**src/rtl/imm_encoder.sv**
```systemverilog
// Packs an immediate into instruction-word bit positions, checks it is representable,
// and queues {instr, addr, err} in a 2-entry FIFO. Optional macro IMM_ENC_ERR_COUNT_EN adds err_count.
module imm_encoder #(
  parameter int                    ADDRESS_WIDTH = 32,
  parameter int                    ADDR_WIDTH    = 32,
  parameter logic [ADDR_WIDTH-1:0] BASE_ADDR     = '0
) (
  input  logic                     clk,
  input  logic                     rst,
  input  logic                     in_valid,
  output logic                     in_ready,
  input  logic [2:0]               ImmSrc,
  input  logic [ADDRESS_WIDTH-1:0] imm,
  input  logic [ADDRESS_WIDTH-1:0] base,
  output logic                     out_valid,
  input  logic                     out_ready,
  output logic [ADDRESS_WIDTH-1:0] instr,
  output logic [ADDR_WIDTH-1:0]    out_addr,
`ifdef IMM_ENC_ERR_COUNT_EN
  output logic                     err,
  output logic [7:0]               err_count
`else
  output logic                     err
`endif
);

  typedef enum logic [2:0] {
    IMM_I    = 3'b000,
    IMM_S    = 3'b001,
    IMM_B    = 3'b010,
    IMM_R    = 3'b011,
    IMM_J    = 3'b100,
    IMM_U    = 3'b101,
    IMM_JALR = 3'b110,
    IMM_BAD  = 3'b111
  } imm_src_e;

  logic [ADDRESS_WIDTH-1:0] enc_instr;
  logic                     enc_err;

  // Sign-extension checks: upper bits must all be copies of the top encoded bit.
  logic sext_11, sext_12, sext_20;
  assign sext_11 = (&imm[31:11]) || !(|imm[31:11]);
  assign sext_12 = (&imm[31:12]) || !(|imm[31:12]);
  assign sext_20 = (&imm[31:20]) || !(|imm[31:20]);

  always_comb begin
    // NOTE: every output of this block gets a default first, so no path leaves it unassigned (no latch).
    enc_instr = base;
    enc_err   = 1'b0;
    case (imm_src_e'(ImmSrc))
      IMM_I, IMM_JALR: begin
        enc_instr[31:20] = imm[11:0];
        enc_err          = !sext_11;
      end
      IMM_S: begin
        enc_instr[31:25] = imm[11:5];
        enc_instr[11:7]  = imm[4:0];
        enc_err          = !sext_11;
      end
      IMM_B: begin
        enc_instr[31]    = imm[12];
        enc_instr[30:25] = imm[10:5];
        enc_instr[11:8]  = imm[4:1];
        enc_instr[7]     = imm[11];
        enc_err          = !sext_12 || imm[0];
      end
      IMM_R: begin
        enc_err = 1'b0;
      end
      IMM_J: begin
        enc_instr[31]    = imm[20];
        enc_instr[30:21] = imm[10:1];
        enc_instr[20]    = imm[11];
        enc_instr[19:12] = imm[19:12];
        enc_err          = !sext_20 || imm[0];
      end
      IMM_U: begin
        enc_instr[31:12] = imm[31:12];
        enc_err          = |imm[11:0];
      end
      default: begin
        enc_err = 1'b1;
      end
    endcase
  end

  logic [ADDRESS_WIDTH-1:0] instr_mem [2];
  logic [ADDR_WIDTH-1:0]    addr_mem  [2];
  logic                     err_mem   [2];
  logic                     wr_ptr, rd_ptr;
  logic [1:0]               count;
  logic [ADDR_WIDTH-1:0]    addr_cnt;
  logic [ADDRESS_WIDTH-1:0] last_instr;
  logic [ADDR_WIDTH-1:0]    last_addr;
  logic                     last_err;
  logic                     full, empty, push, pop;

  assign full      = (count == 2'd2);
  assign empty     = (count == 2'd0);
  assign in_ready  = !full && !rst;
  assign out_valid = !empty;
  assign push      = in_valid && in_ready;
  assign pop       = out_valid && out_ready;

  // While empty the outputs show the last head entry, which is zero after reset.
  assign instr    = empty ? last_instr : instr_mem[rd_ptr];
  assign out_addr = empty ? last_addr  : addr_mem[rd_ptr];
  assign err      = empty ? last_err   : err_mem[rd_ptr];

  // NOTE: storage is not reset; count gates visibility, so stale contents are never observed.
  always_ff @(posedge clk) begin
    if (push) begin
      instr_mem[wr_ptr] <= enc_instr;
      addr_mem[wr_ptr]  <= addr_cnt;
      err_mem[wr_ptr]   <= enc_err;
    end
  end

  // NOTE: state registers use non-blocking assignments so every read sees pre-edge values.
  always_ff @(posedge clk or posedge rst) begin
    if (rst) begin
      wr_ptr     <= 1'b0;
      rd_ptr     <= 1'b0;
      count      <= 2'd0;
      addr_cnt   <= BASE_ADDR;
      last_instr <= '0;
      last_addr  <= '0;
      last_err   <= 1'b0;
    end else begin
      if (push) begin
        wr_ptr   <= !wr_ptr;
        addr_cnt <= addr_cnt + ADDR_WIDTH'(4);
      end
      if (pop) rd_ptr <= !rd_ptr;
      case ({push, pop})
        2'b10:   count <= count + 2'd1;
        2'b01:   count <= count - 2'd1;
        default: count <= count;
      endcase
      if (!empty) begin
        last_instr <= instr_mem[rd_ptr];
        last_addr  <= addr_mem[rd_ptr];
        last_err   <= err_mem[rd_ptr];
      end
    end
  end

`ifdef IMM_ENC_ERR_COUNT_EN
  always_ff @(posedge clk or posedge rst) begin
    if (rst) begin
      err_count <= 8'd0;
    end else if (push && enc_err && (err_count != 8'hFF)) begin
      err_count <= err_count + 8'd1;
    end
  end
`endif

endmodule

```
**config.mk**
```make
export PLATFORM = sky130hd
export DESIGN_NAME = imm_encoder
export DESIGN_NICKNAME = d
export VERILOG_FILES = /design/src/rtl/imm_encoder.sv
export SDC_FILE = /design/constraint.sdc
export NUM_CORES = 1
export LEC_CHECK = 0
export CORE_ASPECT_RATIO = 0.9
export CORE_MARGIN = 1.5
export CORE_UTILIZATION = 26
export CTS_BUF_LIST = sky130_fd_sc_hd__clkbuf_4 sky130_fd_sc_hd__clkbuf_8
export CTS_CLUSTER_SIZE = 40
export DETAILED_ROUTE_END_ITERATION = 10
export GPL_TIMING_DRIVEN = 0
export MAX_ROUTING_LAYER = met4
export PLACE_DENSITY_LB_ADDON = 0.1
export SETUP_SLACK_MARGIN = 0.5
export SLEW_MARGIN = 20
export SYNTH_ARGS = -nofsm -noshare
export SYNTH_HDL_FRONTEND = slang
export SYNTH_SLANG_ARGS = --single-unit
```
**constraint.sdc**
```tcl
create_clock -name clk -period 4.26 [get_ports clk]
set_clock_uncertainty 0.1 [all_clocks]
set_input_delay 0.639 -clock clk [delete_from_list [all_inputs] [get_ports clk]]
set_output_delay 0.639 -clock clk [all_outputs]
set_load 0.005 [all_outputs]
```
# Word-level counts from Yosys, hierarchy flattened
# Memories as Yosys holds them, arrays and structs flattened.
# Index checks and enable logic that the tools add are counted.
[op_classes]
add_sub_neg = 3
n_eq_ne = 9
muxes = 11
n_reduce_logical = 32
[ops]
columns = ["cell", "n"]
rows = [
  ["$mux 32", 2],
  ["$add 32x3->32 const B", 1],
  ["$pmux 7 s4", 1],
  ["$reduce_or 12->1", 2],
  ["$reduce_and 21->1", 1],
  ["$reduce_or 21->1", 1],
  ["$reduce_and 20->1", 1],
  ["$reduce_or 20->1", 1],
  ["$pmux 5 s3", 1],
  ["$reduce_and 12->1", 1],
  ["$logic_not 1->1", 11],
  ["$pmux 5 s2", 1],
  ["$eq 3x3->1 const B", 3],
  ["$mux 8", 1],
  ["$eq 3x2->1 const B", 2],
  ["$logic_or 1x1->1", 5],
  ["$pmux 1 s5", 1],
  ["$eq 2x2->1 const B", 2],
  ["$pmux 2 s2", 1],
  ["$reduce_or 2->1", 2],
  ["$eq 3x1->1 const B", 1],
  ["$logic_and 1x1->1", 3],
  ["$logic_not 3->1", 1],
  ["$mux 1", 3],
  ["6 further kinds", 6],
]
[word_totals]
reg_bits = 101
ramBits = 130
in_bits = 71
out_inout_bits = 67
wordCells = 65
memories = 3
[mem_list]
columns = ["memory", "depth", "width", "read_ports", "rd_ports_with_merged_regs", "wr", "line_no", "text"]
rows = [
  ["addr_mem", 2, 32, 1, 0, 1, "89", "logic [ADDR_WIDTH-1:0] addr_mem [2];"],
  ["instr_mem", 2, 32, 1, 0, 1, "88", "logic [ADDRESS_WIDTH-1:0] instr_mem [2];"],
  ["err_mem", 2, 1, 1, 0, 1, "90", "logic err_mem [2];"],
]

# Depth between registers and ports, before layout
[depth]
depth_word = 6
depth_mapped = 8
mapped_depth_nobuf = 7

# Worst setup path before layout
# OpenSTA, ideal clock, no wires.
[synth_timing]
path_type = "input to register"
startpoint = "input port rst"
endpoint = "memory addr_mem[0][10] (enable)"
setup_time_ns = 0.484
t_arrival_ns = 3.823
required_ns = 3.676
slack_ns = -0.148
cell_stages = 4
path_buffers = 0
cell_sequence = "nand2b_1 -> nor2_1 -> inv_1 -> nor2_1"
[synth_between]
elab_chain_cells = 5
[synth_rtl]
columns = ["element", "line_no", "text"]
rows = [
  ["from (decl)", "9", "input logic rst,"],
  ["$logic_not 1->1 (no line)", "n/a", ""],
  ["$logic_and 1x1->1", "101", "assign in_ready = !full && !rst;"],
  ["$logic_and 1x1->1", "103", "assign push = in_valid && in_ready;"],
  ["$mux 1", "113", "if (push) begin"],
  ["$mux 1 (implied by the code)", "115", "addr_mem[wr_ptr] <= addr_cnt;"],
  ["to (decl)", "89", ""],
]
# Every way passes these cells.

# Final worst setup path
[layout_timing]
startpoint = "register count[0]"
endpoint = "output port instr[24]"
[layout_between]
elab_chain_cells = 2
[layout_rtl]
columns = ["element", "line_no", "text"]
rows = [
  ["from (decl)", "92", "logic [1:0] count;"],
  ["from (signal assigned)", "137", "2'b10: count <= count + 2'd1;"],
  ["from (signal assigned)", "138", "2'b01: count <= count - 2'd1;"],
  ["from (signal assigned)", "139", "default: count <= count;"],
  ["$logic_not 2->1", "100", "assign empty = (count == 2'd0);"],
  ["$mux 32", "n/a", ""],
  ["to (decl)", "17", "output logic [ADDRESS_WIDTH-1:0] instr,"],
]
# Every way passes these cells.

==> flow_summary.ini <==
[critical_path]
r2r_cells = 6
path_delay_family = buffers and inverters
start_kind = register
worst-path-stages = 7
cp_cell_sequence = nor2_2 > clkbuf_8 > buf_2 > clkbuf_4 > nand2_1 > o21ai_0 > clkdlybuf4s50_1
cp_data_required_time_ns = 3.52
startpoint = count[0]$_DFFE_PP0P_
regToRegSetupSlack_ns = 1.84
endpoint_kind = output port
r2r-start = count[1]$_DFFE_PP0P_
crit_fanout = 10
endpoint = instr[24]
worst-path-buf-inv = 4
max_stage_delay_ns = 0.65
path_class = register to output port
r2r_end = instr_mem[0][30]$_DFFE_PP_
cp_slowest_cell = clkdlybuf4s50_1
cp.arrival_ns = 2.80

[clock_tree]
clkTransAtPathRegs_ns = 0.05
cts-root-buf = clkbuf_8
clock_path_buffers = 3
post_cts_buffers = 0
post_cts_resized = 10
cts_tree = done
clock_sinks = 225
h-tree-depth = 2
worst_skew_pair.late_latency_ns = 0.54
hold_buffers = 0
cts_made_buffers = 41

[global_routing]
grtUsageTotal = 0.131
grt_pass1_vias = 6180
overflow = 0
grt_max_degree = 67
grt_first_pass_wirelength_um = 34900
antenna_found_initial = 0

[placed_design]
post-dp-hpwl_um = 15400
portBuffers = 134
gp_congestion = 0.848
dp.cells = 1260

[routing]
routed.top_layer = met4
avgRoutedWirePerCell_um = 16.5
drt-total-wl_um = 22100
dr.first_iter.drc_count = 184
vias = 5805
met1_length_um = 10100
dr_wl_met3_um = 1330
wl_met2_um = 10100
ant_nets = 0
drt-vias-per-instance = 4.35
first_pass_iters = 4
drc = 0

[sta]
rsz0062_at_grt = false
finalCritPeriodShare = 0.830
period_needed_ns = 3.53
drv_slew = 0
tightest_slew_ns = 0.584
hold_violations = 0
relSlewSlack = 0.610
setup_viol_count_final = 0
finalSetupTns_ns = 0
fmax_mhz = 283

[finish]
fillers = 3348
antennaDiodeCount = 0
syn_to_final_growth_pct = 32.9
regArea_um2 = 6260
fin_cells = 1336
layout-drive-gt1-share = 0.127
nets = 914
multi_input_area_um2 = 2600

[power]
power_density_nw_per_um2 = 638
vdd_drop_max_mv = 0.301
p_leak_uw = 0.00451

[logic_synthesis]
netlist_instances = 659
synth_edf_count = 126
async_flop_share = 0.440
ys_ff_latch = 225
synth_area_per_cell_um2 = 13.7
yosysSeqAreaShare = 0.696
netlist.area_leader.share = 0.421
synth_area_leaders = edfxtp_1 42%, dfrtp_1 28%, mux2i_1 7.1%
ys_types = 46
synth_flop_cell = edfxtp_1
yosysTopAreaCell = edfxtp_1
synthesis.nets = 732
ys_warn_count = 0
mappedNetlistArea_um2 = 9000

[floorplan]
start_util = 0.264
rows = 64
die_area_um2 = 35700
pin_count = 138
die_w_um = 199
core_um2 = 34000
die_h_um = 179

[flow_run]
drv_cap = 0

[outcome]
status = finished clean

[hold_path]
min_path_type = register to register
## sequential cells by signal (all words and copies together), names as in the netlist
name        cells
last_instr     32
last_addr      32
err_mem         2
wr_ptr          1
last_err        1
count           2
addr_cnt       30
rd_ptr          1
addr_mem       60
instr_mem      64
## cell usage after synthesis, types with 2 or more instances
cell / instances
or2_2: 2
nor4_1: 7
nor2b_1: 2
and2_1: 5
nand3_1: 7
mux2i_1: 64
buf_2: 2
edfxtp_1: 126
nor2_1: 19
nand3b_1: 7
o21ai_0: 70
xnor2_1: 22
mux2_2: 13
or4_1: 2
nand4_1: 12
and3_1: 5
nor3_1: 4
nand2b_1: 4
a21oi_1: 18
dfrtp_1: 99
clkbuf_1: 23
o31ai_1: 2
inv_1: 8
buf_1: 6
nand2_1: 79
and4_1: 4
xor2_1: 12
ha_1: 2
o22ai_1: 16
## layout by cell type, fill, tap and decap left out, types with 5 or more instances in the layout
master,Yosys,final
clkdlybuf4s50_1,0,134
nor4_1,7,7
inv_1,8,7
clkbuf_1,23,18
and3_1,5,5
edfxtp_1,126,126
xnor2_1,22,22
clkbuf_4,0,21
nand4_1,12,12
nand2_1,79,79
buf_16,0,5
nand3_1,7,7
a21oi_1,18,18
mux2_2,13,13
clkinv_1,1,7
mux2i_1,64,64
nand3b_1,7,7
clkbuf_8,0,47
o22ai_1,16,16
o21ai_0,70,70
nor2_1,19,17
xor2_1,12,12
clkbuf_2,0,5
dfrtp_1,99,99
## cell families (layout without fill, tap and decap cells)
logic type	after synthesis	in the layout	share of synthesized area
adders and majority gates	2	2	0.00278
DFF	225	225	0.696
AOI/OAI and AO/OA	115	115	0.0698
muxes	77	77	0.0875
xor gates and xnor gates	34	34	0.0331
buffers and inverters	40	255	0.0170
and+or+nand+nor	166	166	0.0940
## cell type report
cell class,instances,area share
Multi-Input combinational cell,394,0.217
Clock buffer,65,0.0649
Timing Repair Buffer,139,0.124
Sequential cell,225,0.524
Clock inverter,11,0.00628
Tap cell,462,0.0484
Inverter,9,0.00324
Buffer,31,0.0127
## stage by stage
stage          utilization  total power (uW)  hold WS [ns]  worst slack (ns)  cell area, um2
2_1_floorplan            -              4140         0.342             0.909            9000
3_3_place_gp         0.321              5590         0.368             -1.06           10900
3_5_place_dp         0.325              5660         0.370             0.155           11100
4_1_cts              0.351              7820         0.360             0.512           11900
5_1_grt              0.351              8150         0.401             0.506           12000
6_report             0.351              7630         0.383             0.725           12000
## per-layer routing
metal	up-vias	global-route usage
met3	38	0.0390
met1	2795	0.165
met4	0	0.0445
met2	173	0.199
met5	-	-
li1	2799	-
## worst min path at each step
| stage | start | end | slack [ns] | cells past startpoint |
|---|---|---|---|---|
| global route | addr_cnt[30]$_DFFE_PP0P_ | addr_mem[0][30]$_DFFE_PP_ | 0.40 | 0 |
| floorplan | addr_cnt[30]$_DFFE_PP0P_ | addr_mem[0][30]$_DFFE_PP_ | 0.34 | 0 |
| detailed placement | last_addr[0]$_DFF_PP0_ | last_addr[0]$_DFF_PP0_ | 0.37 | 1 |
| finish | last_addr[0]$_DFF_PP0_ | last_addr[0]$_DFF_PP0_ | 0.38 | 1 |
| CTS | rst | last_addr[3]$_DFF_PP0_ | 0.36 | 2 |
| global placement | addr_cnt[30]$_DFFE_PP0P_ | addr_mem[0][30]$_DFFE_PP_ | 0.37 | 0 |
## where the power goes
part / switching (uW) / internal (uW) / leakage [uW]
combinational: 1270 / 1270 / 0.00171
sequential: 169 / 2850 / 0.00234
clock: 860 / 1210 / 0.000454
total: 2300 / 5330 / 0.00451
## worst register-to-register path: cells and delay by family, from the launching register on
family,cells,cell delay (ns)
buffers and inverters,3,0.62
AND/OR/NAND/NOR,3,0.97
flip-flops,1,0.41
No activity file was read; power rests on OpenSTA's default activity.
